--- src/rtl/delivery_sequencer.sv ---
// -----------------------------------------------------------------------------
// delivery_sequencer
//
// Mission controller for the delivery robot. It selects the colour the detect
// datapath looks for (the table colour on the outbound leg, white on the
// return leg). It samples the per-frame direction verdict and debounces it
// over CONFIRM_FRAMES frames. It converts the verdict into motor commands.
// It also parks at the table for DWELL_CYCLES cycles before heading back.
//
// Optional build macro: DELIVERY_SEEK_ALT_EN
//   When defined, the SEEK turn direction sweeps between TURN_R and TURN_L.
//   It changes every SCAN_TIMEOUT_FRAMES/4 frames and starts with TURN_R on
//   each SEEK entry. The timeout to FAULT is the same in both builds.
//   When undefined, SEEK always turns right.
//
// Ports:
//   clk          in   system clock
//   reset        in   synchronous, active-high
//   start        in   one-cycle pulse, begins a mission (ignored while busy)
//   abort        in   one-cycle pulse, cancels the mission or clears FAULT
//   table_sel    in   [1:0] target table: 0 red, 1 green, 2 blue, 3 invalid
//   frame_done   in   one-cycle pulse, operate_mode valid on this cycle
//   operate_mode in   [2:0] 100 LEFT, 010 MIDDLE, 001 RIGHT, else NONE
//   arrived      in   proximity sensor level
//   color_mode   out  [1:0] 0 red, 1 green, 2 blue, 3 white
//   motor_cmd    out  [1:0] 00 STOP, 01 FWD, 10 TURN_L, 11 TURN_R
//   busy         out  high in every state except IDLE
//   done         out  one-cycle pulse on mission completion
//   fault        out  high while in FAULT
// -----------------------------------------------------------------------------
module delivery_sequencer #(
    parameter int CONFIRM_FRAMES      = 3,
    parameter int SCAN_TIMEOUT_FRAMES = 60,
    parameter int DWELL_CYCLES        = 50000000
) (
    input  logic       clk,
    input  logic       reset,
    input  logic       start,
    input  logic       abort,
    input  logic [1:0] table_sel,
    input  logic       frame_done,
    input  logic [2:0] operate_mode,
    input  logic       arrived,
    output logic [1:0] color_mode,
    output logic [1:0] motor_cmd,
    output logic       busy,
    output logic       done,
    output logic       fault
);

    typedef enum logic [2:0] {
        S_IDLE,
        S_SEEK,
        S_TRACK,
        S_DWELL,
        S_FAULT
    } state_t;

    localparam logic [1:0] M_STOP      = 2'b00;
    localparam logic [1:0] M_FWD       = 2'b01;
    localparam logic [1:0] M_TURN_L    = 2'b10;
    localparam logic [1:0] M_TURN_R    = 2'b11;
    localparam logic [1:0] COLOR_WHITE = 2'd3;

    localparam int HIT_W   = $clog2(CONFIRM_FRAMES + 1);
    localparam int FRAME_W = $clog2(SCAN_TIMEOUT_FRAMES + 1);
    localparam int DWELL_W = $clog2(DWELL_CYCLES + 1);

    localparam logic [HIT_W-1:0]   HIT_MAX   = HIT_W'(CONFIRM_FRAMES);
    localparam logic [FRAME_W-1:0] FRAME_MAX = FRAME_W'(SCAN_TIMEOUT_FRAMES);
    localparam logic [DWELL_W-1:0] DWELL_MAX = DWELL_W'(DWELL_CYCLES);

    state_t             state_reg;
    logic               leg_reg;        // 0 outbound, 1 return
    logic [HIT_W-1:0]   hit_cnt_reg;
    logic [HIT_W-1:0]   lost_cnt_reg;
    logic [FRAME_W-1:0] frame_cnt_reg;
    logic [DWELL_W-1:0] dwell_cnt_reg;
    logic [1:0]         last_dir_reg;

    // Verdict decode: anything other than a clean one-hot counts as NONE.
    logic       verdict_valid;
    logic [1:0] verdict_cmd;

    always_comb begin
        verdict_valid = 1'b1;
        verdict_cmd   = M_STOP;
        case (operate_mode)
            3'b100:  verdict_cmd   = M_TURN_L;
            3'b010:  verdict_cmd   = M_FWD;
            3'b001:  verdict_cmd   = M_TURN_R;
            default: verdict_valid = 1'b0;
        endcase
    end

    // Saturating next values. Each threshold test is done on the incremented
    // value, so the transition fires on the frame/cycle that reaches the limit.
    logic [HIT_W-1:0]   hit_next;
    logic [HIT_W-1:0]   lost_next;
    logic [FRAME_W-1:0] frame_next;
    logic [DWELL_W-1:0] dwell_next;

    always_comb begin
        hit_next   = '0;
        if (verdict_valid) begin
            hit_next = (hit_cnt_reg == HIT_MAX) ? HIT_MAX : hit_cnt_reg + HIT_W'(1);
        end
        lost_next  = (lost_cnt_reg == HIT_MAX) ? HIT_MAX : lost_cnt_reg + HIT_W'(1);
        frame_next = (frame_cnt_reg == FRAME_MAX) ? FRAME_MAX : frame_cnt_reg + FRAME_W'(1);
        dwell_next = (dwell_cnt_reg == DWELL_MAX) ? DWELL_MAX : dwell_cnt_reg + DWELL_W'(1);
    end

    logic acquired;
    logic timed_out;
    logic lost_target;
    logic dwell_over;

    assign acquired    = (hit_next == HIT_MAX);
    assign timed_out   = (frame_next == FRAME_MAX);
    assign lost_target = (lost_next == HIT_MAX);
    assign dwell_over  = (dwell_next == DWELL_MAX);

`ifdef DELIVERY_SEEK_ALT_EN
    localparam int SWEEP_FRAMES = (SCAN_TIMEOUT_FRAMES / 4 > 0) ? SCAN_TIMEOUT_FRAMES / 4 : 1;
    localparam int SWEEP_W      = $clog2(SWEEP_FRAMES + 1);
    localparam logic [SWEEP_W-1:0] SWEEP_MAX = SWEEP_W'(SWEEP_FRAMES);

    logic [SWEEP_W-1:0] sweep_cnt_reg;
    logic               sweep_left_reg;
    logic [SWEEP_W-1:0] sweep_next;

    assign sweep_next = sweep_cnt_reg + SWEEP_W'(1);
`endif

    always_ff @(posedge clk) begin
        if (reset) begin
            state_reg     <= S_IDLE;
            leg_reg       <= 1'b0;
            hit_cnt_reg   <= '0;
            lost_cnt_reg  <= '0;
            frame_cnt_reg <= '0;
            dwell_cnt_reg <= '0;
            last_dir_reg  <= M_STOP;
            color_mode    <= COLOR_WHITE;
            motor_cmd     <= M_STOP;
            busy          <= 1'b0;
            done          <= 1'b0;
            fault         <= 1'b0;
`ifdef DELIVERY_SEEK_ALT_EN
            sweep_cnt_reg  <= '0;
            sweep_left_reg <= 1'b0;
`endif
        end else begin
            done <= 1'b0;

`ifdef DELIVERY_SEEK_ALT_EN
            // Holding the sweep cleared outside SEEK makes every entry
            // start with a fresh right-turn phase.
            if (state_reg != S_SEEK) begin
                sweep_cnt_reg  <= '0;
                sweep_left_reg <= 1'b0;
            end
`endif

            if (abort) begin
                state_reg     <= S_IDLE;
                motor_cmd     <= M_STOP;
                busy          <= 1'b0;
                fault         <= 1'b0;
                hit_cnt_reg   <= '0;
                lost_cnt_reg  <= '0;
                frame_cnt_reg <= '0;
                dwell_cnt_reg <= '0;
            end else begin
                case (state_reg)
                    S_IDLE: begin
                        if (start && table_sel != 2'd3) begin
                            state_reg     <= S_SEEK;
                            color_mode    <= table_sel;
                            leg_reg       <= 1'b0;
                            hit_cnt_reg   <= '0;
                            lost_cnt_reg  <= '0;
                            frame_cnt_reg <= '0;
                            dwell_cnt_reg <= '0;
                            motor_cmd     <= M_TURN_R;
                            busy          <= 1'b1;
                        end
                    end

                    S_SEEK: begin
                        if (frame_done) begin
                            // Acquisition is tested first so it wins a tie
                            // with the scan timeout.
                            if (acquired) begin
                                state_reg     <= S_TRACK;
                                hit_cnt_reg   <= '0;
                                lost_cnt_reg  <= '0;
                                frame_cnt_reg <= '0;
                                motor_cmd     <= verdict_cmd;
                                last_dir_reg  <= verdict_cmd;
                            end else if (timed_out) begin
                                state_reg     <= S_FAULT;
                                hit_cnt_reg   <= '0;
                                lost_cnt_reg  <= '0;
                                frame_cnt_reg <= '0;
                                motor_cmd     <= M_STOP;
                                fault         <= 1'b1;
                            end else begin
                                hit_cnt_reg   <= hit_next;
                                frame_cnt_reg <= frame_next;
`ifdef DELIVERY_SEEK_ALT_EN
                                if (sweep_next == SWEEP_MAX) begin
                                    sweep_cnt_reg  <= '0;
                                    sweep_left_reg <= ~sweep_left_reg;
                                    motor_cmd      <= sweep_left_reg ? M_TURN_R : M_TURN_L;
                                end else begin
                                    sweep_cnt_reg  <= sweep_next;
                                end
`endif
                            end
                        end
                    end

                    S_TRACK: begin
                        // arrived is a level checked every cycle and beats a
                        // coincident frame verdict.
                        if (arrived) begin
                            motor_cmd     <= M_STOP;
                            hit_cnt_reg   <= '0;
                            lost_cnt_reg  <= '0;
                            frame_cnt_reg <= '0;
                            dwell_cnt_reg <= '0;
                            if (!leg_reg) begin
                                state_reg <= S_DWELL;
                            end else begin
                                state_reg <= S_IDLE;
                                busy      <= 1'b0;
                                done      <= 1'b1;
                            end
                        end else if (frame_done) begin
                            if (verdict_valid) begin
                                motor_cmd    <= verdict_cmd;
                                last_dir_reg <= verdict_cmd;
                                lost_cnt_reg <= '0;
                            end else if (lost_target) begin
                                state_reg     <= S_SEEK;
                                hit_cnt_reg   <= '0;
                                lost_cnt_reg  <= '0;
                                frame_cnt_reg <= '0;
                                motor_cmd     <= M_TURN_R;
                            end else begin
                                lost_cnt_reg <= lost_next;
                                motor_cmd    <= last_dir_reg;
                            end
                        end
                    end

                    S_DWELL: begin
                        if (dwell_over) begin
                            state_reg     <= S_SEEK;
                            leg_reg       <= 1'b1;
                            color_mode    <= COLOR_WHITE;
                            dwell_cnt_reg <= '0;
                            motor_cmd     <= M_TURN_R;
                        end else begin
                            dwell_cnt_reg <= dwell_next;
                        end
                    end

                    S_FAULT: begin
                        motor_cmd <= M_STOP;
                        fault     <= 1'b1;
                        busy      <= 1'b1;
                    end

                    default: begin
                        state_reg <= S_IDLE;
                        motor_cmd <= M_STOP;
                        busy      <= 1'b0;
                        fault     <= 1'b0;
                    end
                endcase
            end
        end
    end

endmodule

--- config.mk ---
export PLATFORM = sky130hd
export DESIGN_NAME = delivery_sequencer
export DESIGN_NICKNAME = d
export VERILOG_FILES = /design/src/rtl/delivery_sequencer.sv
export SDC_FILE = /design/constraint.sdc
export NUM_CORES = 1
export LEC_CHECK = 0
export ABC_AREA = 1
export CORE_UTILIZATION = 31
export CTS_BUF_LIST = sky130_fd_sc_hd__clkbuf_8 sky130_fd_sc_hd__clkbuf_16
export CTS_CLUSTER_SIZE = 20
export DETAILED_ROUTE_END_ITERATION = 10
export SLEW_MARGIN = 20
export SYNTH_ARGS = -nofsm -noshare
export SYNTH_HDL_FRONTEND = slang
export SYNTH_SLANG_ARGS = --single-unit
export TNS_END_PERCENT = 5
--- constraint.sdc ---
create_clock -name clk -period 3.2 [get_ports clk]
set_clock_uncertainty 0.2 [all_clocks]
set_input_delay 0.64 -clock clk [delete_from_list [all_inputs] [get_ports clk]]
set_output_delay 0.64 -clock clk [all_outputs]
set_load 0.05 [all_outputs]
==> impl_metrics.env, run 1 <==
export IMPL_synth_cell_type_count=37
export IMPL_drt_iter0_drc=116
export IMPL_cts_tree="done"
export IMPL_fp_row_count=37
export IMPL_route_vias_total=3277
export IMPL_portBuffers=17
export IMPL_drv_cap=0
export IMPL_multiInputGateArea_um2=2000
export IMPL_clockRootBuffer="clkbuf_8"
export IMPL_nFillCells=1102
export IMPL_detail_route_wl_per_cell_um=11.4
export IMPL_areaGrowthSynthToFinish_pct=13.2
export IMPL_gp_congestion=0.871
export IMPL_drt_first_pass_iters=4
export IMPL_grt_overflow=0
export IMPL_finalPower_uw=1280
export IMPL_period_share_pct=84.6
export IMPL_path_clk_slew_ps=110
export IMPL_setup_tns_ps=0
export IMPL_die_w_um=104
export IMPL_io_pins=18
export IMPL_htree_levels=2
export IMPL_worstSetupStartpointType="register"
export IMPL_viasPerCell=4.80
export IMPL_worst_setup_path_end_kind="register"
export IMPL_setup_violations_final=0
export IMPL_nets=561
export IMPL_drive_above_1_share_pct=8.96
export IMPL_fmax_mhz=369
export IMPL_final_common_cell="nand2_1"
export IMPL_synth_area_um2=3250
export IMPL_grt_use_total_pct=14.7
export IMPL_grt_max_degree=28
export IMPL_synthCells=527
export IMPL_rsz0062_at_grt="false"
export IMPL_largest_reg_flops=26
export IMPL_final_cell_mix="nand2_1, nor2_1, inv_1"
export IMPL_clock_latency_ps=320
export IMPL_worstMarginPinSlew_ps=503
export IMPL_hp_class="register to register"
export IMPL_fin_util_pct=36.0
export IMPL_synth_seq_area_share_pct=30.2
export IMPL_start_util_pct=31.8
export IMPL_synthTopCellsByArea="dfxtp_1, nand2_1, a21oi_1"
export IMPL_crit_fanout=13
export IMPL_yosysWarnings=0
export IMPL_synth_top_cell_by_area="dfxtp_1"
export IMPL_cts_resized_gates=0
export IMPL_netlist_area_leader_share_pct=30.2
export IMPL_placed_area_um2=3580
export IMPL_postCtsSetupRepairBufs=0
export IMPL_fp_coreArea_um2=10200
export IMPL_worstSetupPathType="register to register"
export IMPL_synth_seq_cells=49
export IMPL_drc=0
export IMPL_syn_nets=542
export IMPL_status="complete, no violations"
export IMPL_avgSynthCellArea_um2=6.17
export IMPL_cts_made_buffers=5
export IMPL_grt_pass1_wl_mm=13.5
export IMPL_pwr_density_cell_nw_per_um2=348
export IMPL_fin_area_um2=3680
export IMPL_finalNonFillerCells=683
export IMPL_diodes=0
export IMPL_ant_nets=0
export IMPL_grt_pass1_vias=3061
export IMPL_seq_area_um2=981
export IMPL_cts_hold_buf=0
export IMPL_die_area_um2=10900
export IMPL_cts_sinks=49
export IMPL_drv_slew=0
export IMPL_finalHoldViolations=0
export IMPL_fin_crit_ps=2710
export IMPL_arrival_ps=2770
export IMPL_cts_buffer_depth=2
export IMPL_maxSlewHeadroom_pct=66.4
export IMPL_ir_drop_v=0.000191
export IMPL_worst_ep_required_time_ps=3270
export IMPL_routed_wl_mm=7.80
export IMPL_p_leak_uw=0.00133
export IMPL_dieHeight_um=104
export IMPL_antenna_found_initial=0
export IMPL_hpwl_mm=5.93
export IMPL_placed_cells=675
## cells in the mapped netlist
cell type	n
nand2_1	157
nor2_1	57
inv_1	51
a21oi_1	50
dfxtp_1	49
nand3_1	47
o21ai_0	22
nand4_1	11
clkbuf_1	7
inv_2	7
nor2_2	7
nor3_1	7
nand3b_1	6
nor2_4	6
xor2_1	6
or2_2	5
ha_1	4
nand2_2	4
buf_2	2
nand2_4	2
nor4_1	2
o211ai_1	2
xnor2_1	2
a211oi_1	1
a31o_2	1
a31oi_1	1
and2_1	1
and3_1	1
buf_4	1
clkinv_1	1
nand2_8	1
nand3_2	1
nand3_4	1
o21ai_1	1
o21bai_1	1
o31ai_1	1
xor2_2	1
## power breakdown
part / internal, uW / switching [uW]
Combinational: 79.6 / 170
Sequential: 627 / 12.0
Clock: 158 / 235
Total: 865 / 417
## logic make-up (layout without fill, tap and decap cells)
group | after synthesis | after routing | share of synthesized area (%)
xor gates and xnor gates | 9 | 9 | 2.66
and+or+nand+nor | 316 | 316 | 44.6
adders and majority gates | 4 | 4 | 1.54
buffers and inverters | 69 | 89 | 8.16
AOI/OAI and AO/OA | 80 | 80 | 12.9
DFF | 49 | 49 | 30.2
## path summary, 6_finish.rpt
| check | startpoint | to | slack [ps] | cells after the start |
|---|---|---|---|---|
| max | dwell_cnt_reg[1]$_SDFFE_PP0P_ | leg_reg$_SDFFE_PP0P_ | 490 | 16 |
| min | lost_cnt_reg[0]$_SDFFE_PP0P_ | lost_cnt_reg[0]$_SDFFE_PP0P_ | 260 | 2 |
| min reg2reg | lost_cnt_reg[0]$_SDFFE_PP0P_ | lost_cnt_reg[0]$_SDFFE_PP0P_ | 260 | 2 |
| max reg2reg | dwell_cnt_reg[1]$_SDFFE_PP0P_ | leg_reg$_SDFFE_PP0P_ | 490 | 16 |
## worst max-delay path, cell delays in order (launching register included)
cell	delay, ps
dfxtp_1	410
ha_1	260
nand2_1	110
nor2_4	150
nand2_2	90
nor2_2	230
xor2_1	200
nand2_1	90
nor2_1	80
nand2_1	90
nor2_2	140
nand2_4	160
nand2_8	140
nand3_2	100
nand2_1	70
nand2_1	60
nor2_2	80
## area by class of cell
type | count | share of cell area [%]
clock buffers | 5 | 1.87
clock inverters | 3 | 0.680
inverters | 59 | 6.02
multi-input cells | 409 | 54.5
flip-flops and latches | 49 | 26.7
well taps | 136 | 4.63
repair buffers | 22 | 5.65
## per-layer routing
layer / vias up / wire length, um / GRT usage [%] / part of all wire (%)
li1: 1746 / - / - / -
met1: 1478 / 3770 / 18.8 / 48
met2: 45 / 3740 / 25.8 / 48
met3: 8 / 228 / 2.38 / 2.9
met4: 0 / 66 / 2.76 / 0.85
met5: - / 0 / 0 / 0
## through the flow
step / hold WS, ps / worst slack, ps
after floorplan: 233 / 908
after global placement: 248 / 372
after detailed placement: 254 / 318
after CTS: 271 / 488
after global routing: 307 / 223
final: 263 / 494
No activity file was read; power rests on OpenSTA's default activity.
==> inputs of run 2 (changes only) <==
Clock period 3.2 ns to 2.45 ns, I/O delays scaled along.
==> run 2 against run 1 <==
Against the previous run:
- setup slack lost 460 ps
- clock power grew 78%
- critical path depth shrank 1
- sequential share of layout area shrank 2.7 points
- sequential power grew 31%
- final cell count grew 4.7%
- core utilization grew 4.6 points
- flip-flop and latch count is the same
- non-clock buffer count grew 31
- global-route usage grew 1.2 points
- die area is the same
==> impl_metrics.env, run 2 (synthesis results as in run 1) <==
export IMPL_share_comb_of_total_power_pct=20.4
export IMPL_arrival_ps=2390
export IMPL_worst_ep_required_time_ps=2420
export IMPL_detail_route_wl_per_cell_um=12.0
export IMPL_cts_buffer_depth=2
export IMPL_fmax_mhz=414
export IMPL_cts_made_buffers=5
export IMPL_path_clk_slew_ps=100
export IMPL_setup_violations_final=0
export IMPL_start_util_pct=31.8
export IMPL_routed_wl_mm=8.61
export IMPL_drv_slew=0
export IMPL_die_w_um=104
export IMPL_crit_buf_inv=0
export IMPL_htree_levels=2
export IMPL_drive_above_1_share_pct=20.9
export IMPL_fp_coreArea_um2=10200
export IMPL_clockRootBuffer="clkbuf_8"
export IMPL_cp_common_cell="nand2_2"
export IMPL_worstSetupPathType="register to register"
export IMPL_max_stage_delay_ps=380
export IMPL_nets=593
export IMPL_rsz0062_at_grt="true"
export IMPL_fin_crit_ps=2410
export IMPL_fp_row_count=37
export IMPL_status="complete, no violations"
export IMPL_gp_congestion=0.827
export IMPL_crit_fanout=5
export IMPL_period_share_pct=98.5
export IMPL_maxSlewHeadroom_pct=66.5
export IMPL_largest_reg_flops=26
export IMPL_drt_first_pass_iters=4
export IMPL_grt_pass1_vias=3298
export IMPL_pwr_density_cell_nw_per_um2=464
export IMPL_ir_drop_v=0.000329
export IMPL_grt_use_total_pct=15.9
export IMPL_viasPerCell=4.89
export IMPL_finalHoldViolations=0
export IMPL_dieHeight_um=104
export IMPL_worstSetupStartpointType="register"
export IMPL_final_common_cell="nand2_1"
export IMPL_antenna_found_initial=0
export IMPL_cts_tree="done"
export IMPL_slowest_stage="dfxtp_2"
export IMPL_worst_slack_ps=36.8
export IMPL_hpwl_mm=6.43
export IMPL_io_pins=18
export IMPL_path_cells="ha_4, nand2_4, nor2_4, nand2_2, nor2_4, xor2_2, nand2_1, nor2_1, nand2_1, nor2_2, nand2_4, nand2_8, nand2_2, nand2_2, a21oi_2"
export IMPL_drc=0
export IMPL_internal_power_uw=1370
export IMPL_post_place_ws_ps=-67.9
export IMPL_worst_setup_path_end_kind="register"
export IMPL_grt_max_degree=36
export IMPL_hp_class="register to register"
export IMPL_pwr_share_clk_pct=36.3
export IMPL_final_cell_mix="nand2_1, inv_1, nor2_1"
export IMPL_fin_util_pct=40.6
export IMPL_clock_latency_ps=310
export IMPL_grt_pass1_wl_mm=14.5
export IMPL_crit_family="simple AND/OR/NAND/NOR gates"
export IMPL_cts_sinks=49
export IMPL_cts_hold_buf=0
export IMPL_areaGrowthSynthToFinish_pct=27.6
export IMPL_grt_overflow=0
export IMPL_route_vias_total=3495
export IMPL_switching_power_uw=552
export IMPL_portBuffers=17
export IMPL_p_sw_share_pct=28.7
export IMPL_drt_iter0_drc=180
export IMPL_drv_cap=0
export IMPL_diodes=0
export IMPL_worstMarginPinSlew_ps=500
export IMPL_ant_nets=0
export IMPL_die_area_um2=10900
export IMPL_p_leak_uw=0.00157
export IMPL_seqPwrFrac_pct=43.3
-- run 2: cell count changes in the layout (fill, tap and decap cells not counted), sizes merged --
cell      previous run  this run
buf                  5        36
inv                 59        58
clkinvlp             1         0
nand2              164       165
bufinv               0         2
-- run 2: final cells by class --
cell class	instances	area (um2)
Clock inverter	3	65.1
Sequential cell	49	996
Clock buffer	5	68.8
Inverter	59	221
Fill cell	1085	6080
Timing Repair Buffer	53	477
Multi-Input combinational cell	410	2150
Tap cell	136	170
-- run 2: per-layer routing --
layer | track usage, % | part of all wire (%)
met1 | 20.0 | 48
met5 | 0 | 0
met2 | 28.7 | 49
met4 | 2.76 | 0.58
met3 | 2.38 | 2.6
-- run 2: repair_timing --
item / 4_1_cts / 5_1_grt
cloned: 0 / 1
pin swaps: 0 / 30
buffers inserted: 0 / 8
hold endpoints to repair: 0 / 0
gates resized for setup: 1 / 48
setup endpoints to repair: 17 / 27
-- run 2: stage by stage --
step | hold WS [ps] | total power, uW | instances | setup TNS [ps] | area, um2
5_1_grt | 295 | 2010 | 715 | -853 | 4150
3_5_place_dp | 260 | 1230 | 698 | -702 | 3780
2_1_floorplan | 233 | 1080 | 527 | 0 | 3250
3_3_place_gp | 243 | 1220 | 698 | 0 | 3780
4_1_cts | 280 | 1930 | 706 | 0 | 3920
6_report | 277 | 1920 | 715 | 0 | 4150
-- run 2: power by group through the flow --
stage               clock, uW  sequential, uW  combinational (uW)
finish                    698             834                 392
global route              747             837                 430
CTS                       718             834                 377
detailed placement          0             852                 376
global placement            0             851                 370
floorplan                   0             883                 197
-- run 2: final timing paths --
kind                                                  end                           from  depth (start not counted)  slack, ps
worst min register to register          busy$_SDFFE_PP0P_              busy$_SDFFE_PP0P_                          2        280
worst max register to register  motor_cmd[0]$_SDFFE_PP0P_  dwell_cnt_reg[1]$_SDFFE_PP0P_                         15         40
worst min-delay path                    busy$_SDFFE_PP0P_              busy$_SDFFE_PP0P_                          2        280
worst max-delay path            motor_cmd[0]$_SDFFE_PP0P_  dwell_cnt_reg[1]$_SDFFE_PP0P_                         15         40
-- run 2: worst min-delay path, cell delays in order (launching register included) --
cell and delay, ps:
dfxtp_1 330, nand2_1 60, a21oi_1 50
